--- src/rtl/fpu_exception_pipe_if.sv ---
// fpu_exception_pipe_if: operand/result handshake bundle for the FPU special-case detector.
// master drives operations and accepts results; slave is the detector.
interface fpu_exception_pipe_if #(
   parameter int EXP_W = 4,
   parameter int MAN_W = 3
);
   localparam int W = 1 + EXP_W + MAN_W;

   logic [1:0]   FP_OPERATION;
   logic [W-1:0] OP_A;
   logic [W-1:0] OP_B;
   logic         IN_VALID;
   logic         IN_READY;
   logic         OUT_VALID;
   logic         OUT_READY;
   logic         OUT_IS_EXCEPTION;
   logic [W-1:0] EXC_RESULT;
   logic [2:0]   EXC_FLAGS;
   logic [2:0]   STICKY_FLAGS;
   logic         STICKY_CLR;

   modport master (
      output FP_OPERATION, OP_A, OP_B, IN_VALID, OUT_READY, STICKY_CLR,
      input  IN_READY, OUT_VALID, OUT_IS_EXCEPTION, EXC_RESULT,
      input  EXC_FLAGS, STICKY_FLAGS
   );

   modport slave (
      input  FP_OPERATION, OP_A, OP_B, IN_VALID, OUT_READY, STICKY_CLR,
      output IN_READY, OUT_VALID, OUT_IS_EXCEPTION, EXC_RESULT,
      output EXC_FLAGS, STICKY_FLAGS
   );
endinterface

--- src/rtl/fpu_exception_pipe.sv ---
// fpu_exception_pipe: 2-stage special-operand detector for add/sub/mul/div.
// Sticky flag accumulation is built only when FPU_EXC_STICKY_EN is defined.
module fpu_exception_pipe #(
   parameter int EXP_W = 4,
   parameter int MAN_W = 3
) (
   input logic                 CLK,
   input logic                 RST,
   fpu_exception_pipe_if.slave bus
);
   localparam int W = 1 + EXP_W + MAN_W;

   localparam logic [1:0] OP_SUB = 2'b01;
   localparam logic [1:0] OP_MUL = 2'b10;
   localparam logic [1:0] OP_DIV = 2'b11;

   localparam logic [EXP_W-1:0] EXP_ONES = '1;
   localparam logic [MAN_W-1:0] MAN_Q = MAN_W'(1) << (MAN_W - 1);
   localparam logic [W-1:0] QNAN = {1'b0, EXP_ONES, MAN_Q};

   localparam logic [2:0] F_INV = 3'b100;
   localparam logic [2:0] F_DBZ = 3'b010;
   localparam logic [2:0] F_NAN = 3'b001;

   typedef enum logic [1:0] {
      C_ZERO,
      C_FIN,
      C_INF,
      C_NAN
   } cls_t;

   function automatic cls_t classify(input logic [W-1:0] v);
      logic e_ones;
      logic e_zero;
      logic m_zero;
      e_ones = &v[W-2 -: EXP_W];
      e_zero = ~|v[W-2 -: EXP_W];
      m_zero = ~|v[MAN_W-1:0];
      if (e_ones) return m_zero ? C_INF : C_NAN;
      if (e_zero && m_zero) return C_ZERO;
      return C_FIN;
   endfunction

   function automatic logic [W-1:0] inf_of(input logic s);
      return {s, EXP_ONES, {MAN_W{1'b0}}};
   endfunction

   function automatic logic [W-1:0] zero_of(input logic s);
      return {s, {(W-1){1'b0}}};
   endfunction

   logic       s1_valid;
   logic [1:0] s1_op;
   logic       s1_sa;
   logic       s1_sb;
   cls_t       s1_ca;
   cls_t       s1_cb;

   logic         s2_valid;
   logic         s2_exc;
   logic [W-1:0] s2_res;
   logic [2:0]   s2_flg;

   logic s2_adv;
   logic s1_adv;

   assign s2_adv = !s2_valid || bus.OUT_READY;
   assign s1_adv = !s1_valid || s2_adv;

   // S1: classify operands; sub folds into add by flipping B's sign
   always_ff @(posedge CLK or posedge RST) begin
      if (RST) begin
         s1_valid <= 1'b0;
         s1_op    <= 2'b00;
         s1_sa    <= 1'b0;
         s1_sb    <= 1'b0;
         s1_ca    <= C_ZERO;
         s1_cb    <= C_ZERO;
      end else if (s1_adv) begin
         s1_valid <= bus.IN_VALID;
         s1_op    <= bus.FP_OPERATION;
         s1_sa    <= bus.OP_A[W-1];
         s1_sb    <= bus.OP_B[W-1] ^ (bus.FP_OPERATION == OP_SUB);
         s1_ca    <= classify(bus.OP_A);
         s1_cb    <= classify(bus.OP_B);
      end
   end

   logic         nx_exc;
   logic [W-1:0] nx_res;
   logic [2:0]   nx_flg;
   logic         any_nan;
   logic         any_inf;
   logic         sx;

   always_comb begin
      nx_exc  = 1'b0;
      nx_res  = '0;
      nx_flg  = 3'b000;
      any_nan = (s1_ca == C_NAN) || (s1_cb == C_NAN);
      any_inf = (s1_ca == C_INF) || (s1_cb == C_INF);
      sx      = s1_sa ^ s1_sb;
      if (any_nan) begin
         nx_exc = 1'b1;
         nx_res = QNAN;
         nx_flg = F_NAN;
      end else begin
         case (s1_op)
            OP_MUL: begin
               if ((s1_ca == C_ZERO && s1_cb == C_INF) ||
                   (s1_ca == C_INF && s1_cb == C_ZERO)) begin
                  nx_exc = 1'b1;
                  nx_res = QNAN;
                  nx_flg = F_INV;
               end else if (any_inf) begin
                  nx_exc = 1'b1;
                  nx_res = inf_of(sx);
               end
            end
            OP_DIV: begin
               if ((s1_ca == C_ZERO && s1_cb == C_ZERO) ||
                   (s1_ca == C_INF && s1_cb == C_INF)) begin
                  nx_exc = 1'b1;
                  nx_res = QNAN;
                  nx_flg = F_INV;
               end else if (s1_ca == C_FIN && s1_cb == C_ZERO) begin
                  nx_exc = 1'b1;
                  nx_res = inf_of(sx);
                  nx_flg = F_DBZ;
               end else if (s1_ca == C_INF) begin
                  nx_exc = 1'b1;
                  nx_res = inf_of(sx);
               end else if (s1_cb == C_INF) begin
                  nx_exc = 1'b1;
                  nx_res = zero_of(sx);
               end
            end
            default: begin
               if (s1_ca == C_INF && s1_cb == C_INF && s1_sa != s1_sb) begin
                  nx_exc = 1'b1;
                  nx_res = QNAN;
                  nx_flg = F_INV;
               end else if (s1_ca == C_INF) begin
                  nx_exc = 1'b1;
                  nx_res = inf_of(s1_sa);
               end else if (s1_cb == C_INF) begin
                  nx_exc = 1'b1;
                  nx_res = inf_of(s1_sb);
               end
            end
         endcase
      end
   end

   // S2: bubbles register as all-zero so outputs are clean when idle
   always_ff @(posedge CLK or posedge RST) begin
      if (RST) begin
         s2_valid <= 1'b0;
         s2_exc   <= 1'b0;
         s2_res   <= '0;
         s2_flg   <= 3'b000;
      end else if (s2_adv) begin
         s2_valid <= s1_valid;
         s2_exc   <= s1_valid & nx_exc;
         s2_res   <= s1_valid ? nx_res : '0;
         s2_flg   <= s1_valid ? nx_flg : 3'b000;
      end
   end

   assign bus.IN_READY         = s1_adv;
   assign bus.OUT_VALID        = s2_valid;
   assign bus.OUT_IS_EXCEPTION = s2_exc;
   assign bus.EXC_RESULT       = s2_res;
   assign bus.EXC_FLAGS        = s2_flg;

`ifdef FPU_EXC_STICKY_EN
   logic [2:0] sticky;
   logic       out_hs;

   assign out_hs = s2_valid && bus.OUT_READY;

   // clear wins, but the flags of a coincident handshake survive it
   always_ff @(posedge CLK or posedge RST) begin
      if (RST) begin
         sticky <= 3'b000;
      end else if (bus.STICKY_CLR) begin
         sticky <= out_hs ? s2_flg : 3'b000;
      end else if (out_hs) begin
         sticky <= sticky | s2_flg;
      end
   end

   assign bus.STICKY_FLAGS = sticky;
`else
   logic unused_sticky_clr;
   assign unused_sticky_clr = bus.STICKY_CLR;
   assign bus.STICKY_FLAGS  = 3'b000;
`endif
endmodule

--- src/flat_wrapper.sv ---
// flat-port wrapper written by rule: the top's interface ports become plain ports
module fpu_exception_pipe_flat 
#(
   parameter int EXP_W = 4,
   parameter int MAN_W = 3
)
  (CLK, RST, bus_FP_OPERATION, bus_OP_A, bus_OP_B, bus_IN_VALID, bus_OUT_READY, bus_STICKY_CLR, bus_IN_READY, bus_OUT_VALID, bus_OUT_IS_EXCEPTION, bus_EXC_RESULT, bus_EXC_FLAGS, bus_STICKY_FLAGS);
  fpu_exception_pipe_if #(.EXP_W(EXP_W), .MAN_W(MAN_W)) bus_i ();
  input logic CLK;
  input logic RST;
  input wire logic [$bits(bus_i.FP_OPERATION)-1:0] bus_FP_OPERATION;
  input wire logic [$bits(bus_i.OP_A)-1:0] bus_OP_A;
  input wire logic [$bits(bus_i.OP_B)-1:0] bus_OP_B;
  input wire logic [$bits(bus_i.IN_VALID)-1:0] bus_IN_VALID;
  input wire logic [$bits(bus_i.OUT_READY)-1:0] bus_OUT_READY;
  input wire logic [$bits(bus_i.STICKY_CLR)-1:0] bus_STICKY_CLR;
  output wire logic [$bits(bus_i.IN_READY)-1:0] bus_IN_READY;
  output wire logic [$bits(bus_i.OUT_VALID)-1:0] bus_OUT_VALID;
  output wire logic [$bits(bus_i.OUT_IS_EXCEPTION)-1:0] bus_OUT_IS_EXCEPTION;
  output wire logic [$bits(bus_i.EXC_RESULT)-1:0] bus_EXC_RESULT;
  output wire logic [$bits(bus_i.EXC_FLAGS)-1:0] bus_EXC_FLAGS;
  output wire logic [$bits(bus_i.STICKY_FLAGS)-1:0] bus_STICKY_FLAGS;
  assign bus_i.FP_OPERATION = bus_FP_OPERATION;
  assign bus_i.OP_A = bus_OP_A;
  assign bus_i.OP_B = bus_OP_B;
  assign bus_i.IN_VALID = bus_IN_VALID;
  assign bus_i.OUT_READY = bus_OUT_READY;
  assign bus_i.STICKY_CLR = bus_STICKY_CLR;
  assign bus_IN_READY = bus_i.IN_READY;
  assign bus_OUT_VALID = bus_i.OUT_VALID;
  assign bus_OUT_IS_EXCEPTION = bus_i.OUT_IS_EXCEPTION;
  assign bus_EXC_RESULT = bus_i.EXC_RESULT;
  assign bus_EXC_FLAGS = bus_i.EXC_FLAGS;
  assign bus_STICKY_FLAGS = bus_i.STICKY_FLAGS;
  fpu_exception_pipe #(.EXP_W(EXP_W), .MAN_W(MAN_W)) u_core (.CLK(CLK), .RST(RST), .bus(bus_i));
endmodule
--- config.mk ---
export PLATFORM = sky130hd
export DESIGN_NAME = fpu_exception_pipe_flat
export DESIGN_NICKNAME = d
export VERILOG_FILES = /design/src/rtl/fpu_exception_pipe_if.sv /design/src/rtl/fpu_exception_pipe.sv /design/src/flat_wrapper.sv
export SDC_FILE = /design/constraint.sdc
export NUM_CORES = 1
export LEC_CHECK = 0
export BUFFER_PORTS_ARGS = -buffer_cell sky130_fd_sc_hd__buf_2
export CAP_MARGIN = 10
export CORE_MARGIN = 1.5
export CORE_UTILIZATION = 47
export CTS_CLUSTER_DIAMETER = 60
export DETAILED_ROUTE_END_ITERATION = 8
export PLACE_DENSITY_LB_ADDON = 0.25
export SKIP_CTS_REPAIR_TIMING = 1
export SYNTH_ARGS = -nofsm -noshare
export SYNTH_HDL_FRONTEND = slang
export SYNTH_SLANG_ARGS = --single-unit
--- constraint.sdc ---
create_clock -name CLK -period 1.7 [get_ports CLK]
set_input_delay 0.255 -clock CLK [delete_from_list [all_inputs] [get_ports CLK]]
set_output_delay 0.255 -clock CLK [all_outputs]
set_load 0.03 [all_outputs]
==> results by group <==
Clocking
  • H-tree depth: 1
  • Clock buffer depth: 2
  • Clk_lat worst skew: 280 ps
  • Clock sinks: 17
  • TritonCTS clock tree: built
  • Clock-pin slew on the worst setup and hold paths: ~90 ps
  • CTS root buffer: clkbuf_4
  • CTS buffer count: 3

Floorplanning
  • Die Height: slightly below 50 um
  • Row cnt: 16
  • Chip width: between 40 and 50 um
  • Core area: between 1500 and 2000 um^2
  • Die area: about 2400 um^2
  • Initial core utilization: 0.504
  • IO Pins: 40

Job
  • # Max-Cap Violations: 0

Logic synthesis
  • Number of synthesized flops with an enable pin: 0
  • Ys Warns: 0
  • Sequential share of the synthesized area: 0.426
  • Post-synthesis cell count: 96
  • Synth Area in Simple Gates: 0.211
  • Distinct cells, synth: 38
  • Synth Area in Adders: 0.0100
  • Post-synthesis compound-gate area fraction: 0.162
  • Most frequent cell after synthesis: dfrtp_1
  • Asr flop ratio synth: 1.00
  • Largest area contributor in the netlist: dfrtp_1
  • Yosys reg bits: 17
  • Post-synth top area share: 0.426
  • Main combinational cell family by area after synthesis: simple AND/OR/NAND/NOR gates
  • Most used DFF post-synth: dfrtp_1
  • Mean Syn Cell Area: roughly 10 um^2
  • Top cells by area, synth: dfrtp_1, buf_4, mux2_2
  • Mux contribution to synthesized area: 0.0338
  • List of most frequent post-synthesis cells: dfrtp_1, buf_4, nand2_1
  • Synthesized cell area: approximately 1000 um^2
  • XOR/XNOR share of the synthesized area: 0.0589

Pwr
  • NetSw: 253 uW
  • Combinational power share: 0.227
  • Internal: ~600 uW
  • Total power: 855 uW
  • Sw frac: 0.296
  • Sequential share of power: 0.529
  • PwrDens: a little over 700 nW/um^2
  • Leak pwr: approximately 0.00060 uW
  • Clk network pwr share: 0.244
  • Peak VDD IR: between 0.0004 and 0.0005 V

Global route
  • Largest net degree at the start of global routing: 18
  • Gr ovfl total: 0
  • First-pass GRT wire length: ~2700 um
  • Vias in the first global route: approximately 670
  • Initial antenna violation count: 0
  • GRT Resource Usage Total: 0.148

Critical path
  • CP Max Fanout: 8
  • Crit path DAT: between 1000 and 1500 ps
  • CP peak stage delay: between 300 and 400 ps
  • Worst endpoint required time: approximately 1400 ps
  • Crit. End Element: output port
  • Critical path's top delay family: flip-flops
  • Startpoint Class: register
  • Launch point of the worst path: u_core.bus.OUT_VALID
  • RR Startpoint: u_core.s1_cb[1]
  • CP max-delay cell: dfrtp_1
  • Crit path cell chain: nor2b_4 -> and2_1 -> inv_2 -> buf_2
  • Buf/Inv on CP: 2
  • WS Path Type: reg -> out

STA
  • Fin Hold WS: approximately 31 ps
  • Final worst path period need: about 1600 ps
  • Final Hold Vio Count: 0
  • Setup_tns: 0 ps
  • Max frequency: 0.633 GHz
  • Skew final: ~3.5 ps
  • RSZ-0062 raised after global routing: no
  • Max-slew headroom: 0.586
  • Setup-failing EPs final: 0
  • Period utilisation layout: 0.930
  • Worst-Margin Slew: approximately 620 ps
  • Setup WS post-layout: approximately 120 ps
  • Slew Limit Fails: 0

Cells and area
  • Share of cells above drive strength 1: 0.403
  • Inserted Diodes: 0
  • Area growth syn-to-layout: 18.7%
  • # nets final: between 150 and 200
  • Post-Route Utilization: 0.598
  • Filler cells: approximately 180

Hold path
  • HP Class: in -> async

Placement
  • Post-Place Setup Slack: 192 ps
  • DP HPWL: around 1300 um
  • Port-buffer cells: 33
  • GPL Wtd Cong: 0.745

Route
  • Drt drc: 0
  • Router iterations before antenna repair: 4
  • Antenna violation net count after detailed routing: 0
  • Initial DRC Count: 7
  • Via density: 5.08
  • Via count: roughly 800
  • Wire per inst: between 10 and 15 um
  • Drt total wl: roughly 1700 um

Run status
  • Status: completed
[layer usage]
metal | vias to the layer above | wire [um] | global-route usage
li1 | 391 | - | -
met1 | 366 | 728 | 0.182
met2 | 32 | 833 | 0.248
met3 | 4 | 101 | 0.0276
met4 | 0 | 27 | 0.0714
met5 | - | 0 | 0
[cells in the final DEF (no fill, tap or decap), types with 4 or more instances in the layout]
| cell | count |
|---|---|
| buf_2 | 33 |
| nand2_1 | 7 |
| a21oi_1 | 5 |
| nor2_1 | 5 |
| dfrtp_1 | 17 |
| buf_4 | 4 |
| conb_1 | 5 |
| o21ai_0 | 6 |
[worst paths after layout]
kind | end | slack (ps) | depth (start not counted)
min in group CLK | u_core.s1_valid | 150 | 2
max in group asynchronous | u_core.s1_sa | 1270 | 2
setup reg to reg | u_core.bus.EXC_RESULT[2] | 180 | 4
hold / removal | u_core.bus.EXC_FLAGS[2] | 30 | 2
hold reg to reg | u_core.bus.EXC_FLAGS[0] | 480 | 1
setup / recovery | bus_IN_READY | 120 | 4
[logic make-up (layout without fill, tap and decap cells)]
kind of cell | Yosys count | in the layout
other | 1 | 5
and+or+nand+nor | 33 | 33
AOI/OAI and AO/OA | 21 | 21
adders and majority gates | 1 | 1
xor gates and xnor gates | 5 | 5
DFF | 17 | 17
muxes | 3 | 3
buffers and inverters | 15 | 44
[power by group through the flow]
| stage | Sequential, uW | Clock [uW] | Combinational [uW] |
|---|---|---|---|
| 2_1_floorplan | 470 | 0 | 134 |
| 6_report | 452 | 209 | 194 |
| 3_5_place_dp | 461 | 0 | 195 |
| 5_1_grt | 457 | 231 | 212 |
| 4_1_cts | 452 | 216 | 196 |
| 3_3_place_gp | 458 | 0 | 191 |
[registers in the layout, summed over array words and instances, names as in the netlist]
register                     cells
u_core.s1_ca                     2
u_core.s1_valid                  1
u_core.bus.EXC_FLAGS             3
u_core.s1_op                     2
u_core.bus.EXC_RESULT            3
u_core.s1_cb                     2
u_core.s1_sb                     1
u_core.bus.OUT_VALID             1
u_core.s1_sa                     1
u_core.bus.OUT_IS_EXCEPTION      1
[per-stage QoR]
| stage | area (um^2) | std cells |
|---|---|---|
| final | 1180 | 156 |
| after global routing | 1180 | 156 |
| after CTS | 1180 | 156 |
| after detailed placement | 1160 | 152 |
| after global placement | 1160 | 152 |
| after floorplan | 1010 | 100 |
[worst reg2reg max path: stages (launching register included)]
cell and delay, ps:
dfrtp_1 530, xor3_1 470, nand4b_1 120, a21oi_2 70
a211o_1 220
[area by class of cell]
class                   instances  area, um^2  area share
repair buffers                 37         195       0.165
inverters                       3        11.3     0.00950
flip-flops and latches         17         425       0.359
multi-input cells              68         493       0.416
clock buffers                   4        26.3      0.0222
well taps                      27        33.8      0.0285
No activity file was read; power rests on OpenSTA's default activity.
